$ cat config.mk
export PLATFORM = sky130hd
export DESIGN_NAME = rom_pattern_player
export DESIGN_NICKNAME = d
export VERILOG_FILES = /design/src/rtl/rom_player_pkg.sv /design/src/rtl/rom_player_prescaler.sv /design/src/rtl/rom_pattern_player.sv
export SDC_FILE = /design/constraint.sdc
export NUM_CORES = 1
export LEC_CHECK = 0
export BUFFER_PORTS_ARGS = -buffer_cell sky130_fd_sc_hd__buf_2
export CAP_MARGIN = 20
export CORE_MARGIN = 3
export CORE_UTILIZATION = 30
export DETAILED_ROUTE_END_ITERATION = 10
export GPL_TIMING_DRIVEN = 0
export REMOVE_ABC_BUFFERS = 1
export SLEW_MARGIN = 30
export SYNTH_ARGS = -nofsm -noshare
export SYNTH_HDL_FRONTEND = slang
export SYNTH_SLANG_ARGS = --single-unit
$ cat constraint.sdc
create_clock -name Clk0 -period 8 [get_ports Clk0]
set_clock_uncertainty 0.05 [all_clocks]
set_input_delay 0.8 -clock Clk0 [delete_from_list [all_inputs] [get_ports Clk0]]
set_output_delay 0.8 -clock Clk0 [all_outputs]
set_load 0.02 [all_outputs]
$ cat src/rtl/rom_player_pkg.sv
// Shared types and constants for the ROM pattern player.
//   state_t : playback FSM states
//   dir_t   : address walk direction
//   MODE_*  : playback mode encodings presented on the mode input
package rom_player_pkg;

   typedef enum logic [1:0] {
      IDLE  = 2'd0,
      PRIME = 2'd1,
      LOAD  = 2'd2,
      HOLD  = 2'd3
   } state_t;

   typedef enum logic {
      DIR_UP   = 1'b0,
      DIR_DOWN = 1'b1
   } dir_t;

   localparam logic [1:0] MODE_LOOP     = 2'd0;
   localparam logic [1:0] MODE_ONESHOT  = 2'd1;
   localparam logic [1:0] MODE_PINGPONG = 2'd2;
   localparam logic [1:0] MODE_REVLOOP  = 2'd3;

endpackage

$ cat src/rtl/rom_player_prescaler.sv
// Hold-time prescaler for the ROM pattern player.
// Counts 0..divisor while enabled and flags the terminal count.
//   Clk0, AsyncReset0 : clock, async active-high reset
//   clear             : synchronous return to 0 (priority over enable)
//   enable            : advance the count this cycle
//   divisor           : terminal count value
//   tick              : count == divisor
module rom_player_prescaler #(
   parameter int DIV_WIDTH = 16
) (
   input  logic                 Clk0,
   input  logic                 AsyncReset0,
   input  logic                 clear,
   input  logic                 enable,
   input  logic [DIV_WIDTH-1:0] divisor,
   output logic                 tick
);

   localparam logic [DIV_WIDTH-1:0] ONE = {{(DIV_WIDTH-1){1'b0}}, 1'b1};

   logic [DIV_WIDTH-1:0] r_count;

   assign tick = (r_count == divisor);

   always_ff @(posedge Clk0 or posedge AsyncReset0) begin
      if (AsyncReset0) begin
         r_count <= '0;
      end else if (clear) begin
         r_count <= '0;
      end else if (enable) begin
         r_count <= tick ? '0 : r_count + ONE;
      end
   end

endmodule

$ cat src/rtl/rom_pattern_player.sv
// ROM pattern player: walks an address window of an external synchronous-read
// ROM and presents each word on a registered output at a programmable rate.
//   Clk0, AsyncReset0      : clock, async active-high reset
//   start, stop            : playback control (start honoured only in IDLE)
//   mode, first_addr,
//   last_addr, divisor     : configuration, captured on an accepted start
//   rom_addr / rom_data    : ROM read port (data valid one cycle after addr)
//   pattern_out/_strobe    : current word and its update pulse
//   busy, done, cfg_err    : status
//
// state | meaning
// ------+-----------------------------------------------------------
// IDLE  | waiting for start
// PRIME | rom_addr just changed, waiting out the ROM read latency
// LOAD  | rom_data valid: capture into pattern_out, strobe, clear prescaler
// HOLD  | hold pattern for divisor+1 cycles, then step the address
module rom_pattern_player
   import rom_player_pkg::*;
#(
   parameter int DATA_WIDTH = 8,
   parameter int ADDR_WIDTH = 12,
   parameter int DIV_WIDTH  = 16
) (
   input  logic                  Clk0,
   input  logic                  AsyncReset0,
   input  logic                  start,
   input  logic                  stop,
   input  logic [1:0]            mode,
   input  logic [ADDR_WIDTH-1:0] first_addr,
   input  logic [ADDR_WIDTH-1:0] last_addr,
   input  logic [DIV_WIDTH-1:0]  divisor,
   output logic [ADDR_WIDTH-1:0] rom_addr,
   input  logic [DATA_WIDTH-1:0] rom_data,
   output logic [DATA_WIDTH-1:0] pattern_out,
   output logic                  pattern_strobe,
   output logic                  busy,
   output logic                  done,
   output logic                  cfg_err
);

   localparam logic [ADDR_WIDTH-1:0] A_ONE = {{(ADDR_WIDTH-1){1'b0}}, 1'b1};

   state_t                r_state;
   dir_t                  r_dir;
   logic [1:0]            r_mode;
   logic [ADDR_WIDTH-1:0] r_first;
   logic [ADDR_WIDTH-1:0] r_last;
   logic [DIV_WIDTH-1:0]  r_divisor;
   logic [ADDR_WIDTH-1:0] r_addr;
   logic [DATA_WIDTH-1:0] r_pattern;
   logic                  r_strobe;
   logic                  r_done;
   logic                  r_cfg_err;

   state_t                w_state_next;
   dir_t                  w_dir_next;
   dir_t                  w_step_dir;
   logic [ADDR_WIDTH-1:0] w_addr_next;
   logic [ADDR_WIDTH-1:0] w_step_addr;
   logic                  w_latch;
   logic                  w_load;
   logic                  w_done;
   logic                  w_cfg_err;
   logic                  w_clear;
   logic                  w_tick;

   rom_player_prescaler #(.DIV_WIDTH(DIV_WIDTH)) u_prescaler (
      .Clk0        (Clk0),
      .AsyncReset0 (AsyncReset0),
      .clear       (w_clear),
      .enable      (r_state == HOLD),
      .divisor     (r_divisor),
      .tick        (w_tick)
   );

   // Address that follows r_addr when the hold time expires.
   always_comb begin
      w_step_addr = r_addr;
      w_step_dir  = r_dir;
      case (r_mode)
         MODE_LOOP:    w_step_addr = (r_addr == r_last)  ? r_first : r_addr + A_ONE;
         MODE_ONESHOT: w_step_addr = r_addr + A_ONE;
         MODE_REVLOOP: w_step_addr = (r_addr == r_first) ? r_last  : r_addr - A_ONE;
         default: begin
            // Single-word window: nothing to bounce between, stay put.
            if (r_first != r_last) begin
               if (r_dir == DIR_UP) begin
                  if (r_addr == r_last) begin
                     w_step_dir  = DIR_DOWN;
                     w_step_addr = r_addr - A_ONE;
                  end else begin
                     w_step_addr = r_addr + A_ONE;
                  end
               end else begin
                  if (r_addr == r_first) begin
                     w_step_dir  = DIR_UP;
                     w_step_addr = r_addr + A_ONE;
                  end else begin
                     w_step_addr = r_addr - A_ONE;
                  end
               end
            end
         end
      endcase
   end

   always_comb begin
      w_state_next = r_state;
      w_addr_next  = r_addr;
      w_dir_next   = r_dir;
      w_latch      = 1'b0;
      w_load       = 1'b0;
      w_done       = 1'b0;
      w_cfg_err    = 1'b0;
      w_clear      = 1'b0;
      if (r_state != IDLE && stop) begin
         w_state_next = IDLE;
      end else begin
         case (r_state)
            IDLE: begin
               if (start && !stop) begin
                  if (first_addr > last_addr) begin
                     w_cfg_err = 1'b1;
                  end else begin
                     w_latch      = 1'b1;
                     w_state_next = PRIME;
                     if (mode == MODE_REVLOOP) begin
                        w_addr_next = last_addr;
                        w_dir_next  = DIR_DOWN;
                     end else begin
                        w_addr_next = first_addr;
                        w_dir_next  = DIR_UP;
                     end
                  end
               end
            end
            PRIME: w_state_next = LOAD;
            LOAD: begin
               w_load       = 1'b1;
               w_clear      = 1'b1;
               w_state_next = HOLD;
            end
            default: begin
               if (w_tick) begin
                  if (r_mode == MODE_ONESHOT && r_addr == r_last) begin
                     w_done       = 1'b1;
                     w_state_next = IDLE;
                  end else begin
                     w_addr_next  = w_step_addr;
                     w_dir_next   = w_step_dir;
                     w_state_next = PRIME;
                  end
               end
            end
         endcase
      end
   end

   always_ff @(posedge Clk0 or posedge AsyncReset0) begin
      if (AsyncReset0) begin
         r_state   <= IDLE;
         r_dir     <= DIR_UP;
         r_mode    <= MODE_LOOP;
         r_first   <= '0;
         r_last    <= '0;
         r_divisor <= '0;
         r_addr    <= '0;
         r_pattern <= '0;
         r_strobe  <= 1'b0;
         r_done    <= 1'b0;
         r_cfg_err <= 1'b0;
      end else begin
         r_state   <= w_state_next;
         r_dir     <= w_dir_next;
         r_addr    <= w_addr_next;
         r_strobe  <= w_load;
         r_done    <= w_done;
         r_cfg_err <= w_cfg_err;
         if (w_load) begin
            r_pattern <= rom_data;
         end
         if (w_latch) begin
            r_mode    <= mode;
            r_first   <= first_addr;
            r_last    <= last_addr;
            r_divisor <= divisor;
         end
      end
   end

   assign rom_addr       = r_addr;
   assign pattern_out    = r_pattern;
   assign pattern_strobe = r_strobe;
   assign busy           = (r_state != IDLE);
   assign done           = r_done;
   assign cfg_err        = r_cfg_err;

endmodule

# == After elaboration in Yosys (flattened, before gate mapping) ==
# Index checks and enable logic that the tools add are counted.
# Widths: inputs -> output; s select.
# word_totals
reg_bits,84
inputBits,54
out_inout_bits,24
word_cells,99
# op_classes
n_addsub,3
n_lt_le_gt_ge,1
n_eq_ne,16
muxes,47
bitwise,2
n_reduce_logical,18
# ops
operator,n
$mux 12,11
$mux 16,3
$pmux 12 s3,1
$mux 1,25
$eq 12x12->1,2
$pmux 12 s2,1
$add 16x1->16 const B,1
$eq 16x16->1,1
$add 12x1->12 const B,1
$gt 12x12->1,1
$ne 12x12->1,1
$sub 12x1->12 const B,1
$reduce_bool 5->1,2
$eq 2x2->1 const B,4
$mux 2,4
$reduce_and 8->1,1
$reduce_bool 2->1,4
$reduce_and 7->1,1
$ne 3x3->1 const B,2
$pmux 2 s3,1
$reduce_or 3->1,2
$eq 2x1->1 const B,2
$logic_not 2->1,2
$ne 2x1->1 const B,2
other kinds (7),11

# == Logic depth before layout (Yosys ltp) ==
# Gate-level depths: netlist of the first run.
# depth
word_depth,8
mapped_depth,11
depth_no_buf,9

# == Cells and area by module ==
# From an unflattened synthesis of the first run, not the netlist that was laid out.
# hier_totals
cells_unflattened,607
area_unflattened_um2,5974.5
# modules_own_cells
module,instances,cells_per_inst,area_each_um2,seq_area_each_um2
rom_pattern_player,1,501,4946.0,1701.6
rom_player_prescaler,1,106,1028.5,400.4

# == Worst setup path after synthesis of the first run ==
# Ideal clock, no wire load.
# synth_path
path_type,input to register
startpoint,input port last_addr[10]
endpoint,register r_dir
setup_ns,0.125
arrival_time_ns,2.766
required_time_ns,7.825
setup_slack_ns,5.059
path_stages,9
path_buffers,0
path_cell_list,inv_1 > ha_1 > a21oi_1 > nand2_1 > a21o_1 > a2111oi_0 > nor2_1 > a2111oi_2 > mux2_2
# synth_between
elab_chain_len,3
# synth_lines
item,line,text
"start, declared",rom_pattern_player.sv:30,"input logic [ADDR_WIDTH-1:0] last_addr,"
$gt 12x12->1,rom_pattern_player.sv:122,if (first_addr > last_addr) begin
$ne 2x2->1 (no line),-,
$reduce_and 8->1 (no line),-,
"end signal, assigned",rom_pattern_player.sv:174,r_dir <= w_dir_next;
"end, declared",rom_pattern_player.sv:44,dir_t r_dir;
# No other way between the ends.
# A chain may end at the register's enable or synchronous reset.

# == Worst setup path in the final report of the first run ==
# layout_path
startpoint,input port last_addr[10]
endpoint,register r_divisor[8]
# layout_between
elab_chain_len,5
# layout_lines
item,line,text
$gt 12x12->1,rom_pattern_player.sv:122,
$mux 1,rom_pattern_player.sv:122,
$mux 1,rom_pattern_player.sv:121,if (start && !stop) begin
$mux 1,rom_pattern_player.sv:119,case (r_state)
$mux 1,rom_pattern_player.sv:116,if (r_state != IDLE && stop) begin
"end signal, assigned",rom_pattern_player.sv:186,r_divisor <= divisor;
"end, declared",rom_pattern_player.sv:48,logic [DIV_WIDTH-1:0] r_divisor;
# No other way between the ends.

==> metrics.md, run 1 <==
| Metric | Value |
|---|---|
| Status | `completed` |
| Resize count post-CTS | `0` |
| Hold Slack | `around 0.36 ns` |
| FMAX | `311 MHz` |
| Worst setup SP type | `input port` |
| Layout area overhead | `14.9%` |
| # diodes | `0` |
| Placed wire-length estimate | `roughly 12000 microns` |
| Synth unique cells | `72` |
| Total track usage | `15.6%` |
| First-pass GRT wire length | `roughly 27000 microns` |
| Clock Sinks | `84` |
| Drt first pass iters | `5` |
| Most frequent CP cell | `buf_2` |
| Cts bufs inserted | `9` |
| Setup TNS | `0 ns` |
| Largest net degree at the start of global routing | `56` |
| CTS tree | `yes` |
| Total power | `~2.6 mW` |
| Sequential share of the synthesized area | `35.1%` |
| Number of max-cap violations | `0` |
| Post-synth top area share | `35.1%` |
| Multi-input logic area | `0.00358 sq mm` |
| Layout cells sized above 1 | `24.4%` |
| VDD IR max | `roughly 0.15 mV` |
| Htree depth | `3` |
| Root Driver | `clkbuf_16` |
| DRC | `0` |
| Data arrival, critical path | `3.40 ns` |
| Port bufs | `77` |
| EDFF count, synth | `0` |
| First DRT Iteration DRCs | `between 300 and 400` |
| Clock buffer depth | `2` |
| Final Cycle Share | `40.2%` |
| Clock Latency Late Sink | `~0.35 ns` |
| Via count | `around 5000` |
| Routed len/inst | `17.3 microns` |
| Total wire length | `16700 microns` |
| I/O Pins | `~80` |
| HP Class | `input port to asynchronous set/reset pin` |
| CP Capture Type | `flop` |
| Async SR Flop Fraction | `100%` |
| Number of global-route vias before repair | `4931` |
| Vias per cell | `5.20` |
| Crit path max-delay family | `buffers and inverters` |
| Synth Flop Type | `dfrtp_1` |
| Cell Chain, Critical Path | `buf_2 -> inv_1 -> ha_1 -> nand4_1 -> a21oi_1 -> a211oi_1 -> o211ai_1 -> buf_2 -> buf_2 -> buf_2 -> mux2_2` |
| Leakage | `~3.0 nW` |
| Placer Congestion | `0.913` |
| Initial Util | `a little under a third` |
| Final core utilization | `between 30% and 40%` |
| Cts hold-fix bufs | `0` |
| Initial antenna violation count | `2` |
| Max-slew violations | `0` |
| Post-Syn Instances | `638` |
| Syn Area/Cell | `9.38 sq um` |
| Seq. cell area | `about 0.0021 sq mm` |
| Crit Path Class | `input port to flop` |
| Reg clk slew, reported paths | `0.07 ns` |
| Synth cell count leaders | `dfrtp_1 (84), nand2_1 (58), nor2_1 (52)` |
| Worst endpoint required time | `around 8 ns` |
| Worst-margin pin slew | `0.844 ns` |
| Synth area leader | `dfrtp_1` |
| Unrepaired setup endpoints after global routing | `false` |
| Row cnt | `51` |
| Die height | `~150 microns` |
| Final layout net count | `769` |
| Finish-stage setup viols | `0` |
| Final ANT Viol Nets | `0` |
| Slew HR | `43.6%` |
| Most frequent cell after synthesis | `dfrtp_1` |
| Dpl ws | `about 4.4 ns` |
| Placeable Area | `0.0195 sq mm` |
| Post-CTS setup buffers | `0` |
| Setup ws final | `4.78 ns` |
| Buf/Inv on CP | `5` |
| CP max FO | `8` |
| YS warnings | `0` |
| Final Hold Viols | `0` |
| Minimum clock period | `around 3.2 ns` |
| DIE WIDTH | `147 microns` |
| Die Area | `around 0.022 sq mm` |
| Power per Cell Area | `between 300 and 400 mW/mm^2` |
| CP peak stage delay | `0.45 ns` |
| Fill cell count | `2052` |
| Worst path slowest cell | `o211ai_1` |
| GR Overflow Total | `0` |
| Synth Cell Area | `0.00599 sq mm` |
| Yosys reg bits | `84` |
| Synth area leaders | `dfrtp_1 (35%), mux2_2 (9.0%), xnor2_1 (7.2%)` |
[per-stage QoR]
| stage | cells | instance area (sq um) |
|---|---|---|
| after floorplan | 600 | 5780 |
| after global placement | 942 | 6490 |
| after detailed placement | 950 | 6570 |
| after CTS | 966 | 6870 |
| after global routing | 966 | 6880 |
| final | 966 | 6880 |
[registers in the layout (all words and copies together), names as in the netlist]
signal               count
r_divisor               16
u_prescaler.r_count     16
r_first                 12
r_last                  12
rom_addr                12
pattern_out              8
r_mode                   2
r_state                  2
cfg_err                  1
done                     1
pattern_strobe           1
r_dir                    1
[layer usage]
metal | vias up | wire (microns) | global-route usage [%]
met5 | - | 15 | 0
met4 | 4 | 388 | 5.45
met3 | 37 | 1090 | 3.98
met2 | 153 | 7820 | 24.7
met1 | 2421 | 7430 | 20.8
li1 | 2411 | - | -
[power by group]
| group | internal, mW | leakage [nW] | switching [mW] |
|---|---|---|---|
| logic | 0.566 | 1.80 | 0.663 |
| clock network | 0.246 | 0.144 | 0.188 |
| registers | 0.597 | 1.05 | 0.315 |
| total | 1.41 | 2.99 | 1.17 |
[kinds of logic (layout without fill, tap and decap cells)]
| family | Yosys count | count (layout) | share of synthesized area [%] |
|---|---|---|---|
| XOR/XNOR | 80 | 80 | 11.8 |
| AND/OR/NAND/NOR | 198 | 198 | 17.4 |
| AO/OA/AOI/OAI | 126 | 126 | 14.3 |
| buffers and inverters | 66 | 129 | 5.29 |
| flip-flops | 84 | 84 | 35.1 |
| adder cells (fa/ha/maj) | 19 | 19 | 3.97 |
| multiplexers | 65 | 65 | 12.1 |
[placed cells by master (no fill, tap or decap), types with 3 or more instances in the layout]
master and count:
dfrtp_1 84, buf_2 82, nand2_1 58, nor2_1 52
xnor2_1 49, mux2_2 48, o21ai_0 41, xor2_1 30
inv_1 27, a21oi_1 22, ha_1 18, nand4_1 17
mux2i_1 15, nand3_1 14, nor4_1 11, clkbuf_16 9
nor3_1 8, and4_1 6, a22oi_1 6, a211oi_1 5
or3_1 4, a32oi_1 4, o31ai_1 4, nand2b_1 3
a21o_1 3, o211ai_1 3, o311ai_0 3, a211o_1 3
o221ai_1 3, nor3b_1 3, or4_4 3, inv_6 3
[area by class of cell]
cell class | instances | area share [%]
Multi-Input combinational cell | 488 | 52.1
Sequential cell | 84 | 30.6
Timing Repair Buffer | 85 | 6.58
Tap cell | 265 | 4.82
Clock buffer | 10 | 3.33
Inverter | 28 | 1.60
Clock inverter | 6 | 1.05
[path summary, 6_finish.rpt]
check                      slack, ns              to  cells past startpoint           start
hold reg to reg                 0.45  pattern_out[1]                      1  pattern_out[1]
setup reg to reg                4.79    rom_addr[11]                      6     rom_addr[4]
setup / recovery                4.78    r_divisor[8]                     11   last_addr[10]
max in group asynchronous       6.95       r_last[9]                      3     AsyncReset0
min in group Clk0               0.45  pattern_out[1]                      1  pattern_out[1]
hold / removal                  0.36         cfg_err                      2     AsyncReset0
[worst reg2reg max path, delay by kind of cell, from the launching register on]
kind	cells	cell delay, ns
AO/OA/AOI/OAI	2	0.79
AND/OR/NAND/NOR	2	0.93
multiplexers	1	0.41
XOR/XNOR	1	0.22
flip-flops	1	0.68
No activity file was read; power rests on OpenSTA's default activity.
==> inputs of run 2 (changes only) <==
Clock period 8 ns to 3.1 ns, I/O delays scaled along.
==> run 2 against run 1 <==
  * Critical path depth down 2
  * Global-route usage up 0.059 points
  * Via count down 0.30%
  * Power rose to 2.6 times the previous value
  * Critical path type is now flop to flop
  * Largest cell class unchanged
  * Highest routed layer unchanged
==> metrics.md, run 2 (synthesis results as in run 1) <==
| Metric | Value |
|---|---|
| Most frequent cells in the layout | `buf_2 (82), dfrtp_1 (76), nand2_1 (58), nor2_1 (52), xnor2_1 (49)` |
| Die Area | `0.0217 sq mm` |
| CP max FO | `10` |
| Cts bufs inserted | `9` |
| CTS tree | `yes` |
| Hold Slack | `roughly 0.13 ns` |
| Vias per cell | `5.18` |
| Placed wire-length estimate | `12400 microns` |
| Clock Sinks | `84` |
| Layout cells sized above 1 | `25.6%` |
| Global route hottest layer | `met2` |
| Final ANT Viol Nets | `0` |
| # diodes | `0` |
| Total track usage | `15.6%` |
| Die height | `about 150 microns` |
| Final layout net count | `~770` |
| Drt first pass iters | `4` |
| M1 GR Usage | `20.9%` |
| Slew HR | `44.0%` |
| Most common cell after layout, fill and taps aside | `buf_2` |
| Worst endpoint required time | `3.27 ns` |
| Worst hold stages | `2` |
| Number of max-cap violations | `0` |
| Via count | `around 5000` |
| Largest net degree at the start of global routing | `between 50 and 60` |
| Fin area | `0.00692 sq mm` |
| Crit Path Class | `flop to flop` |
| Minimum clock period | `slightly below 3 ns` |
| VDD IR max | `approximately 0.39 mV` |
| Initial antenna violation count | `2` |
| Unrepaired setup endpoints after global routing | `false` |
| Data arrival, critical path | `between 3 and 4 ns` |
| FMAX | `337 MHz` |
| Routed len/inst | `17.3 microns` |
| Largest regs | `r_divisor x16, u_prescaler.r_count x16` |
| CP peak stage delay | `0.53 ns` |
| Total power | `6.68 mW` |
| DRC | `0` |
| Reg clk slew, reported paths | `approximately 0.070 ns` |
| Root Driver | `clkbuf_16` |
| Hold EP | `pattern_out[0]` |
| GRT met2 Usage | `24.8%` |
| Htree depth | `3` |
| Placed cell areas | `0.00657 sq mm` |
| Power per Cell Area | `965 mW/mm^2` |
| Placer Congestion | `0.913` |
| Row cnt | `51` |
| R2R setup slack | `0.13 ns` |
| Worst r2r src | `rom_addr[1]` |
| HP Class | `input port to flop` |
| Worst R2R End | `rom_addr[10]` |
| First-pass GRT wire length | `around 27000 microns` |
| Met3 Resource Use GR | `3.89%` |
| CP Capture Type | `flop` |
| Final core utilization | `35.4%` |
| Worst setup SP type | `flop` |
| Worst path slowest cell | `dfrtp_1` |
| Setup TNS | `0 ns` |
| Status | `completed` |
| Final Hold Viols | `0` |
| Worst-margin pin slew | `0.838 ns` |
| Placeable Area | `0.0195 sq mm` |
| Leakage | `around 3.0 nW` |
| Clock Latency Late Sink | `0.35 ns` |
| Clock buffer depth | `2` |
| First DRT Iteration DRCs | `409` |
| Total wire length | `~17000 microns` |
| GR Overflow Total | `0` |
| Hold Crit Start | `rom_data[0]` |
| FF-to-FF path depth | `9` |
| Finish-stage setup viols | `0` |
| Max-slew violations | `0` |
| I/O Pins | `around 80` |
| Layout area overhead | `15.6%` |
| Initial Util | `between 30% and 40%` |
| Cell Chain, Critical Path | `inv_1 -> ha_1 -> or3b_2 -> or4_4 -> xnor2_2 -> a41oi_1 -> o311a_1 -> o221a_1 -> o21ai_2` |
| Final Cycle Share | `~96%` |
| Port bufs | `77` |
| DIE WIDTH | `147 microns` |
| Number of global-route vias before repair | `4943` |
## run 2: cell count changes in the layout (fill, tap and decap cells not counted), sizes merged
cell / previous run / this run
dlygate4sd3: 0 / 1
buf: 85 / 86
## run 2: routing by layer
layer	share of wire, %	up-vias
met1	44	2404
met3	6.2	31
met2	48	160
li1	-	2412
met5	0.13	-
met4	2.1	4
## run 2: how the worst max path moves through the flow
stage	startpoint	to	slack [ns]	depth (start not counted)
floorplan	last_addr[5]	r_divisor[0]	-0.76	8
global placement	last_addr[10]	r_first[11]	-2.24	8
detailed placement	rom_addr[6]	rom_addr[11]	-0.30	6
CTS	rom_addr[4]	rom_addr[6]	0.03	7
global route	rom_addr[1]	rom_addr[10]	0.05	9
finish	rom_addr[1]	rom_addr[10]	0.13	9
## run 2: final cells by class
cell class | instances | area, sq um
fillers | 2050 | 12600
repair buffers | 87 | 470
clock buffers | 10 | 229
multi-input cells | 488 | 3590
clock inverters | 6 | 72.6
flip-flops and latches | 84 | 2110
well taps | 265 | 332
inverters | 28 | 110
## run 2: where the power goes
| part | leakage [nW] | total (mW) | internal, mW | switching, mW |
|---|---|---|---|---|
| clock | 0.144 | 1.12 | 0.633 | 0.482 |
| sequential | 1.04 | 2.36 | 1.55 | 0.810 |
| combinational | 1.81 | 3.20 | 1.48 | 1.72 |
| total | 3.00 | 6.68 | 3.67 | 3.01 |
## run 2: through the flow
stage                     worst slack, ns  cells
after floorplan                    -0.762    600
after global placement              -2.24    942
after detailed placement           -0.296    950
after CTS                          0.0309    968
after global routing               0.0515    968
final                               0.134    968
## run 2: critical path: cells and delay by family (launching register included)
| kind | cells | cell delay [ns] |
|---|---|---|
| flip-flops | 1 | 0.53 |
| AND/OR/NAND/NOR | 2 | 1.06 |
| AO/OA/AOI/OAI | 4 | 0.67 |
| buffers and inverters | 1 | 0.15 |
| XOR/XNOR | 1 | 0.15 |
| adder cells (fa/ha/maj) | 1 | 0.22 |
## run 2: timing repair
action / CTS / global route
hold buffers: 1 / 0
pin swaps: 1 / 0
endpoints found under the setup margin: 12 / 6
buffers inserted: 1 / 0
resized for setup: 2 / 10
hold endpoints to repair: 29 / 0
